===== src/rtl/branch_resolve_unit_if.sv =====
// Request/result bus between register-read and the branch resolve unit.
// The unit sits on the slave side; the producer/consumer pair is the master.
interface branch_resolve_unit_if #(
   parameter int unsigned XLEN = 32
) ();
   logic            in_valid;
   logic            in_ready;
   logic [1:0]      op;
   logic [2:0]      funct3;
   logic [XLEN-1:0] pc;
   logic [XLEN-1:0] lhs;
   logic [XLEN-1:0] rhs;
   logic [XLEN-1:0] imm;
   logic            out_valid;
   logic            out_ready;
   logic            out_taken;
   logic [XLEN-1:0] out_next_pc;
   logic [XLEN-1:0] out_link;
   logic            out_error;
   logic            out_misaligned;

   modport master (
      output in_valid, op, funct3, pc, lhs, rhs, imm, out_ready,
      input  in_ready, out_valid, out_taken, out_next_pc, out_link,
             out_error, out_misaligned
   );

   modport slave (
      input  in_valid, op, funct3, pc, lhs, rhs, imm, out_ready,
      output in_ready, out_valid, out_taken, out_next_pc, out_link,
             out_error, out_misaligned
   );
endinterface


===== src/rtl/branch_resolve_unit.sv =====
// Two-stage branch/jump resolver: stage A captures the request, stage B holds
// the resolved result. Tracks retired, correctly taken transfers.
module branch_resolve_unit #(
   parameter int unsigned XLEN        = 32,
   parameter int unsigned ALIGN_BYTES = 4,
   parameter int unsigned COUNT_WIDTH = 16
) (
   input  logic                   clock,
   input  logic                   clear,
   branch_resolve_unit_if.slave   bus,
   output logic [COUNT_WIDTH-1:0] taken_count
);
   localparam logic [1:0] OP_BRANCH = 2'd0;
   localparam logic [1:0] OP_JAL    = 2'd1;
   localparam logic [1:0] OP_JALR   = 2'd2;
   localparam logic [1:0] OP_RSVD   = 2'd3;

   typedef struct packed {
      logic [1:0]      op;
      logic [2:0]      funct3;
      logic [XLEN-1:0] pc;
      logic [XLEN-1:0] lhs;
      logic [XLEN-1:0] rhs;
      logic [XLEN-1:0] imm;
   } req_t;

   typedef struct packed {
      logic            taken;
      logic [XLEN-1:0] next_pc;
      logic [XLEN-1:0] link;
      logic            error;
      logic            misaligned;
   } res_t;

   logic                   a_valid_q, a_valid_d;
   req_t                   a_q, a_d;
   logic                   b_valid_q, b_valid_d;
   res_t                   b_q, b_d;
   logic [COUNT_WIDTH-1:0] count_q, count_d;

   res_t            res;
   logic [XLEN-1:0] pc4, target, jalr_sum, lhs_x, rhs_x;
   logic            cond, is_jump, err, taken, b_free, a_adv;

   // Resolve the request held in stage A.
   always_comb begin
      pc4      = a_q.pc + XLEN'(4);
      jalr_sum = a_q.lhs + a_q.imm;
      lhs_x    = {~a_q.lhs[XLEN-1], a_q.lhs[XLEN-2:0]};
      rhs_x    = {~a_q.rhs[XLEN-1], a_q.rhs[XLEN-2:0]};
      target   = (a_q.op == OP_JALR) ? {jalr_sum[XLEN-1:1], 1'b0} : a_q.pc + a_q.imm;
      is_jump  = (a_q.op == OP_JAL) || (a_q.op == OP_JALR);

      cond = 1'b0;
      unique case (a_q.funct3)
         3'd0:    cond = (a_q.lhs == a_q.rhs);
         3'd1:    cond = (a_q.lhs != a_q.rhs);
         3'd4:    cond = (lhs_x < rhs_x);
         3'd5:    cond = (lhs_x >= rhs_x);
         3'd6:    cond = (a_q.lhs < a_q.rhs);
         3'd7:    cond = (a_q.lhs >= a_q.rhs);
         default: cond = 1'b0;
      endcase

      err = (a_q.op == OP_RSVD)
         || ((a_q.op == OP_BRANCH) && (a_q.funct3[2:1] == 2'b01))
         || ((a_q.op == OP_JALR) && (a_q.funct3 != 3'd0));
      taken = !err && (is_jump || ((a_q.op == OP_BRANCH) && cond));

      res.taken   = taken;
      res.error   = err;
      res.next_pc = taken ? target : pc4;
      res.link    = (!err && is_jump) ? pc4 : '0;
      if (ALIGN_BYTES == 2) res.misaligned = taken && target[0];
      else                  res.misaligned = taken && (|target[1:0]);
   end

   // Pipeline advance and next-state.
   always_comb begin
      b_free    = !b_valid_q || bus.out_ready;
      a_adv     = a_valid_q && b_free;
      a_valid_d = a_valid_q;
      a_d       = a_q;
      b_valid_d = b_valid_q;
      b_d       = b_q;
      count_d   = count_q;

      if (!a_valid_q || a_adv) begin
         a_valid_d = bus.in_valid;
         if (bus.in_valid) begin
            a_d.op     = bus.op;
            a_d.funct3 = bus.funct3;
            a_d.pc     = bus.pc;
            a_d.lhs    = bus.lhs;
            a_d.rhs    = bus.rhs;
            a_d.imm    = bus.imm;
         end
      end

      if (b_free) begin
         b_valid_d = a_valid_q;
         if (a_valid_q) b_d = res;
      end

      if (b_valid_q && bus.out_ready && b_q.taken && !b_q.error && !b_q.misaligned
          && (count_q != '1))
         count_d = count_q + COUNT_WIDTH'(1);
   end

   always_ff @(posedge clock) begin
      if (clear) begin
         a_valid_q <= 1'b0;
         a_q       <= '0;
         b_valid_q <= 1'b0;
         b_q       <= '0;
         count_q   <= '0;
      end else begin
         a_valid_q <= a_valid_d;
         a_q       <= a_d;
         b_valid_q <= b_valid_d;
         b_q       <= b_d;
         count_q   <= count_d;
      end
   end

   assign bus.in_ready       = !a_valid_q || a_adv;
   assign bus.out_valid      = b_valid_q;
   assign bus.out_taken      = b_q.taken;
   assign bus.out_next_pc    = b_q.next_pc;
   assign bus.out_link       = b_q.link;
   assign bus.out_error      = b_q.error;
   assign bus.out_misaligned = b_q.misaligned;
   assign taken_count        = count_q;
endmodule

===== src/flat_wrapper.sv =====
// flat-port wrapper written by rule: the top's interface ports become plain ports
module branch_resolve_unit_flat 
#(
   parameter int unsigned XLEN        = 32,
   parameter int unsigned ALIGN_BYTES = 4,
   parameter int unsigned COUNT_WIDTH = 16
)
  (clock, clear, taken_count, bus_in_valid, bus_op, bus_funct3, bus_pc, bus_lhs, bus_rhs, bus_imm, bus_out_ready, bus_in_ready, bus_out_valid, bus_out_taken, bus_out_next_pc, bus_out_link, bus_out_error, bus_out_misaligned);
  branch_resolve_unit_if #(.XLEN(XLEN)) bus_i ();
  input  logic clock;
  input  logic clear;
  output logic [COUNT_WIDTH-1:0] taken_count;
  input wire logic [$bits(bus_i.in_valid)-1:0] bus_in_valid;
  input wire logic [$bits(bus_i.op)-1:0] bus_op;
  input wire logic [$bits(bus_i.funct3)-1:0] bus_funct3;
  input wire logic [$bits(bus_i.pc)-1:0] bus_pc;
  input wire logic [$bits(bus_i.lhs)-1:0] bus_lhs;
  input wire logic [$bits(bus_i.rhs)-1:0] bus_rhs;
  input wire logic [$bits(bus_i.imm)-1:0] bus_imm;
  input wire logic [$bits(bus_i.out_ready)-1:0] bus_out_ready;
  output wire logic [$bits(bus_i.in_ready)-1:0] bus_in_ready;
  output wire logic [$bits(bus_i.out_valid)-1:0] bus_out_valid;
  output wire logic [$bits(bus_i.out_taken)-1:0] bus_out_taken;
  output wire logic [$bits(bus_i.out_next_pc)-1:0] bus_out_next_pc;
  output wire logic [$bits(bus_i.out_link)-1:0] bus_out_link;
  output wire logic [$bits(bus_i.out_error)-1:0] bus_out_error;
  output wire logic [$bits(bus_i.out_misaligned)-1:0] bus_out_misaligned;
  assign bus_i.in_valid = bus_in_valid;
  assign bus_i.op = bus_op;
  assign bus_i.funct3 = bus_funct3;
  assign bus_i.pc = bus_pc;
  assign bus_i.lhs = bus_lhs;
  assign bus_i.rhs = bus_rhs;
  assign bus_i.imm = bus_imm;
  assign bus_i.out_ready = bus_out_ready;
  assign bus_in_ready = bus_i.in_ready;
  assign bus_out_valid = bus_i.out_valid;
  assign bus_out_taken = bus_i.out_taken;
  assign bus_out_next_pc = bus_i.out_next_pc;
  assign bus_out_link = bus_i.out_link;
  assign bus_out_error = bus_i.out_error;
  assign bus_out_misaligned = bus_i.out_misaligned;
  branch_resolve_unit #(.XLEN(XLEN), .ALIGN_BYTES(ALIGN_BYTES), .COUNT_WIDTH(COUNT_WIDTH)) u_core (.clock(clock), .clear(clear), .bus(bus_i), .taken_count(taken_count));
endmodule

===== config.mk =====
export PLATFORM = sky130hd
export DESIGN_NAME = branch_resolve_unit_flat
export DESIGN_NICKNAME = d
export VERILOG_FILES = /design/src/rtl/branch_resolve_unit_if.sv /design/src/rtl/branch_resolve_unit.sv /design/src/flat_wrapper.sv
export SDC_FILE = /design/constraint.sdc
export NUM_CORES = 1
export LEC_CHECK = 0
export BUFFER_PORTS_ARGS = -buffer_cell sky130_fd_sc_hd__buf_2
export CORE_ASPECT_RATIO = 0.5
export CORE_MARGIN = 2
export CORE_UTILIZATION = 63
export CTS_BUF_LIST = sky130_fd_sc_hd__clkbuf_4
export DETAILED_ROUTE_END_ITERATION = 16
export GPL_TIMING_DRIVEN = 0
export PLACE_DENSITY = 0.93
export SYNTH_ARGS = -nofsm -noshare
export SYNTH_HDL_FRONTEND = slang
export SYNTH_SLANG_ARGS = --single-unit

===== constraint.sdc =====
create_clock -name clock -period 7.9 [get_ports clock]
set_clock_uncertainty 0.1 [all_clocks]
set_input_delay 1.58 -clock clock [delete_from_list [all_inputs] [get_ports clock]]
set_output_delay 1.58 -clock clock [all_outputs]
set_load 0.01 [all_outputs]

==> results of run 1 <==
==> tightest hold or removal path: stages, from the launching register on <==
cell and delay [ns]:
dfxtp_1 0.31, nand2_1 0.05, a21oi_1 0.05
==> area by class of cell <==
| class | count | area, µm² | area share, % |
|---|---|---|---|
| flip-flops and latches | 218 | 4360 | 29.3 |
| plain buffers | 92 | 378 | 2.54 |
| clock buffers | 77 | 578 | 3.88 |
| diodes | 1 | 2.50 | 0.0168 |
| repair buffers | 220 | 1100 | 7.40 |
| multi-input cells | 1315 | 7830 | 52.6 |
| well taps | 266 | 333 | 2.24 |
| inverters | 54 | 203 | 1.36 |
| clock inverters | 11 | 96.3 | 0.647 |
==> worst max-delay path by stage <==
stage | slack (ns) | to | depth (start not counted)
after global placement | 3.52 | u_core.a_q[129]$_SDFFE_PP0P_ | 8
after global routing | 3.38 | bus_in_ready | 4
after CTS | 3.54 | bus_in_ready | 4
final | 3.45 | bus_in_ready | 4
after detailed placement | 3.48 | u_core.a_q[30]$_SDFFE_PP0P_ | 8
after floorplan | 4.29 | bus_in_ready | 2
==> cells by family (layout without fill, tap and decap cells) <==
family | Yosys count | after routing
compound gates | 459 | 459
flops | 218 | 218
xor+xnor | 92 | 92
buf+inv | 146 | 454
fa+ha+maj | 101 | 101
mux | 13 | 13
other cells | 0 | 1
simple gates | 650 | 650
==> power breakdown <==
group | internal, mW | switching (mW) | leakage [nW] | total, mW
combinational | 0.194 | 0.337 | 4.47 | 0.531
sequential | 1.15 | 0.0673 | 1.79 | 1.22
clock | 0.508 | 0.481 | 0.404 | 0.989
==> flip-flops by register name (all words and copies together) (netlist names) <==
signal,cells
u_core.bus.out_next_pc,32
u_core.a_valid_q,1
u_core.taken_count,16
u_core.bus.out_valid,1
u_core.a_q,133
u_core.bus.out_misaligned,1
u_core.bus.out_taken,1
u_core.bus.out_link,32
u_core.bus.out_error,1
==> cell usage in the layout (no fill, tap or decap), types with 5 or more instances in the layout <==
cell type | Yosys | routed
nand3_1 | 48 | 48
clkinv_1 | 0 | 6
nor4_1 | 7 | 7
or2_2 | 6 | 6
nor2b_1 | 11 | 11
clkbuf_1 | 81 | 81
and3_1 | 15 | 15
dfxtp_1 | 218 | 218
mux2i_1 | 12 | 12
nand4_1 | 27 | 27
clkbuf_4 | 0 | 77
and2_1 | 7 | 7
xnor2_1 | 53 | 53
a31oi_1 | 20 | 20
a21oi_1 | 224 | 224
o22ai_1 | 5 | 5
a22oi_1 | 28 | 28
or3_1 | 8 | 8
nor2_1 | 117 | 117
o31ai_1 | 7 | 7
ha_1 | 99 | 99
o21ai_0 | 46 | 46
buf_2 | 2 | 222
o21a_1 | 8 | 8
nor3_1 | 22 | 22
nand2b_1 | 9 | 9
inv_1 | 53 | 53
o211ai_1 | 17 | 17
xor2_1 | 38 | 38
a21o_1 | 31 | 31
a211oi_1 | 13 | 13
o21ai_1 | 6 | 6
o21bai_1 | 8 | 8
nand2_1 | 363 | 363
==> per-stage QoR <==
| step | setup WS (ns) | std cells | util (%) |
|---|---|---|---|
| after floorplan | 4.29 | 1679 | - |
| after global placement | 3.52 | 2165 | 72.2 |
| after detailed placement | 3.48 | 2165 | 72.2 |
| after CTS | 3.54 | 2253 | 75.6 |
| after global routing | 3.38 | 2253 | 75.6 |
| final | 3.45 | 2254 | 75.6 |
==> layer usage <==
metal / track usage, % / vias up / routed length [µm]
met5: 0 / - / 13
met4: 10.7 / 2 / 1050
met3: 10.7 / 113 / 6700
met2: 59.3 / 884 / 17700
met1: 60.3 / 6349 / 19200
li1: - / 6454 / -
==> Yosys cell counts (3+ instances only) <==
master and n:
a211o_1 3, a211oi_1 13, a21o_1 31, a21oi_1 224
a22oi_1 28, a2bb2oi_1 3, a31o_2 4, a31oi_1 20
and2_1 7, and3_1 15, buf_1 4, buf_6 3
clkbuf_1 81, dfxtp_1 218, ha_1 99, inv_1 53
mux2i_1 12, nand2_1 363, nand2b_1 9, nand3_1 48
nand4_1 27, nor2_1 117, nor2b_1 11, nor3_1 22
nor4_1 7, o2111ai_1 4, o211ai_1 17, o21a_1 8
o21ai_0 46, o21ai_1 6, o21bai_1 8, o22ai_1 5
o311a_1 3, o311ai_0 3, o31a_1 3, o31ai_1 7
or2_2 6, or3_1 8, or4_1 4, xnor2_1 53
xor2_1 38
==> results.toml, run 1 <==
[run_status]
status = "finished, final reports clean"

[pwr]
fin_total_pwr_mw = 2.74
ir_worst_vdd_uv = 140
power_density_nw_per_um2 = 184
p_leak_nw = 6.66

[synthesis]
synth_top_cell_by_area = "dfxtp_1"
ys_types = 68
avgSynthCellArea_um2 = 7.61
synth_compound_gate_area_share_pct = 22.0
netlist.area_leader.share_pct = 34.2
synth_area_um2 = 12800
synth_seq_cells = 218
synthArstFlopShare_pct = 0
synth_nets = 1917
synth_edf_count = 0
ys_warn_count = 0
synth-adder-area-share_pct = 10.0
synth_top_family_by_area = "compound AO/OA/AOI/OAI gates"
ys_top_cells_by_area = "dfxtp_1, nand2_1, ha_1"
synth-main-ff-cell = "dfxtp_1"
synth-xor-area-share_pct = 6.37
syn-instance-count = 1679
yosysSeqAreaShare_pct = 34.2
synth_mux_area_share_pct = 1.03
yosys.area_share.simple_pct = 21.9

[drt]
drt_pass1_iterations = 6
first_iter_violations = 1749
viasPerCell = 6.12
antenna_left = 0
drc_errors = 0
via_count = 13800
wirelength_um = 44600
routedWlPerCell_um = 19.8

[clocking]
cts_tree = "built"
ctsHoldBuffers = 0
clk_latency_ns = 0.72
cts_setup_buffers = 0
cts-root-buf = "clkbuf_4"
clock_path_buffers = 3
cts_sinks = 218
h-tree-depth = 2
cts_resized = 0
clk_pin_slew_ns = 0.07
cts_buffers = 50

[setup_path]
critPathCaptureType = "output pin"
crit_type = "input pin to output pin"
reg2reg_to = "u_core.bus.out_next_pc[30]$_SDFFE_PP0P_"
crit_top_cell = "buf_2"
rr_worst_depth = 12
path_cells = "buf_2 > nor2b_1 > nand2_1 > buf_2"
crit_path_start = "bus_out_ready"
cp.required_ns = 6.22
cp_max_fo = 5
cp_slowest_cell = "nor2b_1"
arrival_ns = 2.77
cp_top_family = "simple AND/OR/NAND/NOR gates"
r2r_setup_slack_ns = 3.80
crit_buf_inv = 2
reg2reg_from = "u_core.a_q[96]$_SDFFE_PP0P_"
cp-start-kind = "input pin"
slowest_delay_ns = 0.60

[min_path]
hp-class = "register to register"
min_path_cells = 2
hp-start = "u_core.a_q[48]$_SDFFE_PP0P_"
holdPathEnd = "u_core.a_q[48]$_SDFFE_PP0P_"

[sta]
rsz0062_at_grt = "false"
fin_hold_ws_ns = 0.354
finalHoldViolations = 0
fmax_mhz = 225
finalSetupTns_ns = 0
setup_viol = 0
timing.final.crit_share_pct = 56.3
tightest_slew_ns = 0.942
min_period_ns = 4.45
drv_slew = 0
slew_headroom_pct = 37.2

[global_route]
grt_pass1_wl_um = 69000
antenna_found_initial = 1
grt_pass1_vias = 12700
grtUsageTotal_pct = 41.1
grt_max_degree = 13
grt-ovfl-total = 0

[placed_design]
dp_hpwl_um = 34600
port_buffers = 220
place_area_um2 = 14200
place.gp.congestion = 0.994

[floorplanning]
die_area_um2 = 21500
core_um2 = 19700
die_x_um = 205
row_count = 36
die_y_um = 105
initial_utilization_pct = 64.9
ios = 222

[cells_and_area]
n_fill_cell = 1539
fin_area_um2 = 14900
fin_nets = 2189
area_delta_synth_final_pct = 16.5
drive_above_1_share_pct = 16.6

[flow_run]
maxCapViolations = 0
Note: power is estimated with default switching activity, not from simulation.
==> inputs of run 2 (changes only) <==
--- a/config.mk
+++ b/config.mk
@@ -5,14 +5,15 @@
 export SDC_FILE = /design/constraint.sdc
 export NUM_CORES = 1
 export LEC_CHECK = 0
+export ABC_AREA = 1
 export BUFFER_PORTS_ARGS = -buffer_cell sky130_fd_sc_hd__buf_2
 export CORE_ASPECT_RATIO = 0.5
 export CORE_MARGIN = 2
-export CORE_UTILIZATION = 63
+export CORE_UTILIZATION = 54
 export CTS_BUF_LIST = sky130_fd_sc_hd__clkbuf_4
 export DETAILED_ROUTE_END_ITERATION = 16
 export GPL_TIMING_DRIVEN = 0
-export PLACE_DENSITY = 0.93
+export PLACE_DENSITY = 0.85
 export SYNTH_ARGS = -nofsm -noshare
 export SYNTH_HDL_FRONTEND = slang
 export SYNTH_SLANG_ARGS = --single-unit
==> constraint.sdc (replaced) <==
create_clock -name clock -period 3.8 [get_ports clock]
set_clock_uncertainty 0.1 [all_clocks]
set_input_delay 0.76 -clock clock [delete_from_list [all_inputs] [get_ports clock]]
set_output_delay 0.76 -clock clock [all_outputs]
set_load 0.01 [all_outputs]
==> run 2 against run 1 <==
Sequential power increased by 110%; worst hold slack got worse by 0.14 ns; setup slack got worse by 2.7 ns; register-to-register slack got worse by 3.1 ns; utilization decreased by 12 points; routed wire length increased by 8.5%; clock power increased by 93%; clock-buffer cell count decreased by 4; first-iteration DRC count increased by 5.4%; combinational power increased to 2.8 times the previous value.
==> results.toml, run 2 <==
[run_status]
status = "finished, final reports clean"

[cells_and_area]
fin_nets = 2626
multi_input_area_um2 = 8190
n_fill_cell = 2439
largest_register_ffs = 133
final_cells = 2767
seq_area_um2 = 4360
area_delta_synth_final_pct = 15.6
drive_above_1_share_pct = 13.3
final_cell_mix = "nand2_1, nor2_1, inv_1"
final_util_pct = 63.4
max_flop_register = "u_core.a_q"
final_common_cell = "nand2_1"
fin_area_um2 = 16000

[clocking]
clk_pin_slew_ns = 0.07
cts_resized = 0
cts_tree = "built"
cts-root-buf = "clkbuf_4"
clock_path_buffers = 3
cts_sinks = 218
clk_latency_ns = 0.72
ctsHoldBuffers = 0
cts_buffers = 49
h-tree-depth = 2
cts_setup_buffers = 0

[sta]
fin_ws_ns = 0.728
rsz0062_at_grt = "false"
timing.final.crit_share_pct = 80.9
tightest_slew_ns = 0.824
fmax_mhz = 325
finalHoldViolations = 0
setup_viol = 0
min_period_ns = 3.07
drv_slew = 0
slew_headroom_pct = 45.1
finalSetupTns_ns = 0

[setup_path]
crit_path_start = "u_core.a_q[131]$_SDFFE_PP0P_"
cp.required_ns = 4.35
critPathCaptureType = "register"
reg2reg_from = "u_core.a_q[131]$_SDFFE_PP0P_"
cp_max_fo = 9
cp-start-kind = "register"
arrival_ns = 3.63
crit_type = "register to register"

[floorplanning]
die_x_um = 230
core_um2 = 25200
die_y_um = 117
die_area_um2 = 27000
row_count = 41
ios = 222
initial_utilization_pct = 54.9

[min_path]
hp-class = "input pin to register"
hp-start = "bus_pc[18]"

[global_route]
grt_pass1_vias = 13700
grtUsageTotal_pct = 35.2
grt_max_degree = 13
antenna_found_initial = 1
grt-ovfl-total = 0
grt_pass1_wl_um = 72700

[drt]
wirelength_um = 48500
routedWlPerCell_um = 17.5
drc_errors = 0
viasPerCell = 5.61
first_iter_violations = 1843
drt_pass1_iterations = 6
antenna_left = 0
via_count = 15500

[placed_design]
placed_cells_incl_taps = 2681
dp_hpwl_um = 39500
place.gp.congestion = 1.03
port_buffers = 221
place_ws_ns = 0.522
place_area_um2 = 15400

[pwr]
power_density_nw_per_um2 = 374
p_leak_nw = 7.68
ir_worst_vdd_uv = 207

[synthesis]
synth_area_um2 = 13800
ys_top_cells_by_area = "dfxtp_1, nand2_1, ha_1"
synth_top_cell_by_area = "dfxtp_1"
yosysSeqAreaShare_pct = 31.6
syn-instance-count = 2116
ys_warn_count = 0
synthArstFlopShare_pct = 0
synth-main-ff-cell = "dfxtp_1"
synth_seq_cells = 218
avgSynthCellArea_um2 = 6.53
synth_nets = 2354
synth.most_common_cell = "nand2_1"
synth_edf_count = 0
ys_types = 48
netlist.area_leader.share_pct = 31.6
synthTopCellsByCount = "nand2_1, nor2_1, inv_1, a21oi_1, dfxtp_1"

[flow_run]
maxCapViolations = 0
[run 2: cell count changes in the layout (fill, tap and decap cells not counted), moves of 24 or more]
cell	before	now
nand3_1	48	138
nand2_1	363	398
inv_1	53	247
xnor2_1	53	11
o21ai_0	46	203
a22oi_1	28	4
nor2_1	117	291
[run 2: final timing paths]
kind	end	slack, ns	cells after the start
min	u_core.a_q[114]$_SDFFE_PP0P_	0.21	3
min reg2reg	u_core.bus.out_next_pc[28]$_SDFFE_PP0P_	0.36	2
max	u_core.bus.out_next_pc[29]$_SDFFE_PP0P_	0.73	11
max reg2reg	u_core.bus.out_next_pc[29]$_SDFFE_PP0P_	0.73	11
[run 2: logic make-up (layout without fill, tap and decap cells)]
logic type                 after synthesis  count (layout)  share of synthesized area (%)
and+or+nand+nor                        906             906                           27.4
AOI/OAI and AO/OA                      515             515                           19.7
adders and majority gates              101             101                           9.25
DFF                                    218             218                           31.6
buffers and inverters                  331             636                           9.20
xor gates and xnor gates                45              45                           2.85
other                                    0               2                              0
[run 2: routing by layer]
metal	track usage, %	up-vias	share of wire, %
met1	49.5	7075	44
met3	10.1	103	13
met2	51.2	789	40
li1	-	7547	-
met5	0	-	0
met4	12.9	0	3.1
[run 2: layout make-up]
| cell class | instances | share of cell area [%] |
|---|---|---|
| well taps | 344 | 2.69 |
| plain buffers | 78 | 2.01 |
| multi-input cells | 1567 | 51.2 |
| clock inverters | 11 | 0.438 |
| flip-flops and latches | 218 | 27.3 |
| clock buffers | 73 | 3.43 |
| inverters | 253 | 5.94 |
| diodes | 2 | 0.0313 |
| repair buffers | 221 | 6.92 |
[run 2: worst max-delay path: stages, from the launching register on]
cell and delay [ns]:
dfxtp_1 0.32, inv_1 0.09, ha_1 0.33, inv_1 0.20
o21bai_1 0.22, a31oi_1 0.14, nand2_1 0.53, a21boi_1 0.70
nand2_1 0.17, nand2_1 0.10, nor2_1 0.05, nor2_1 0.08
[run 2: report_power, final]
group | internal (mW) | switching (mW) | leakage (nW)
Combinational | 0.505 | 0.978 | 5.51
Clock | 0.942 | 0.968 | 0.373
Sequential | 2.42 | 0.154 | 1.80
Total | 3.87 | 2.10 | 7.68
[run 2: stage by stage]
stage,hold slack [ns],power [mW]
2_1_floorplan,0.335,3.53
3_3_place_gp,0.350,4.02
3_5_place_dp,0.354,4.05
4_1_cts,0.182,5.91
5_1_grt,0.205,6.26
6_report,0.212,5.97
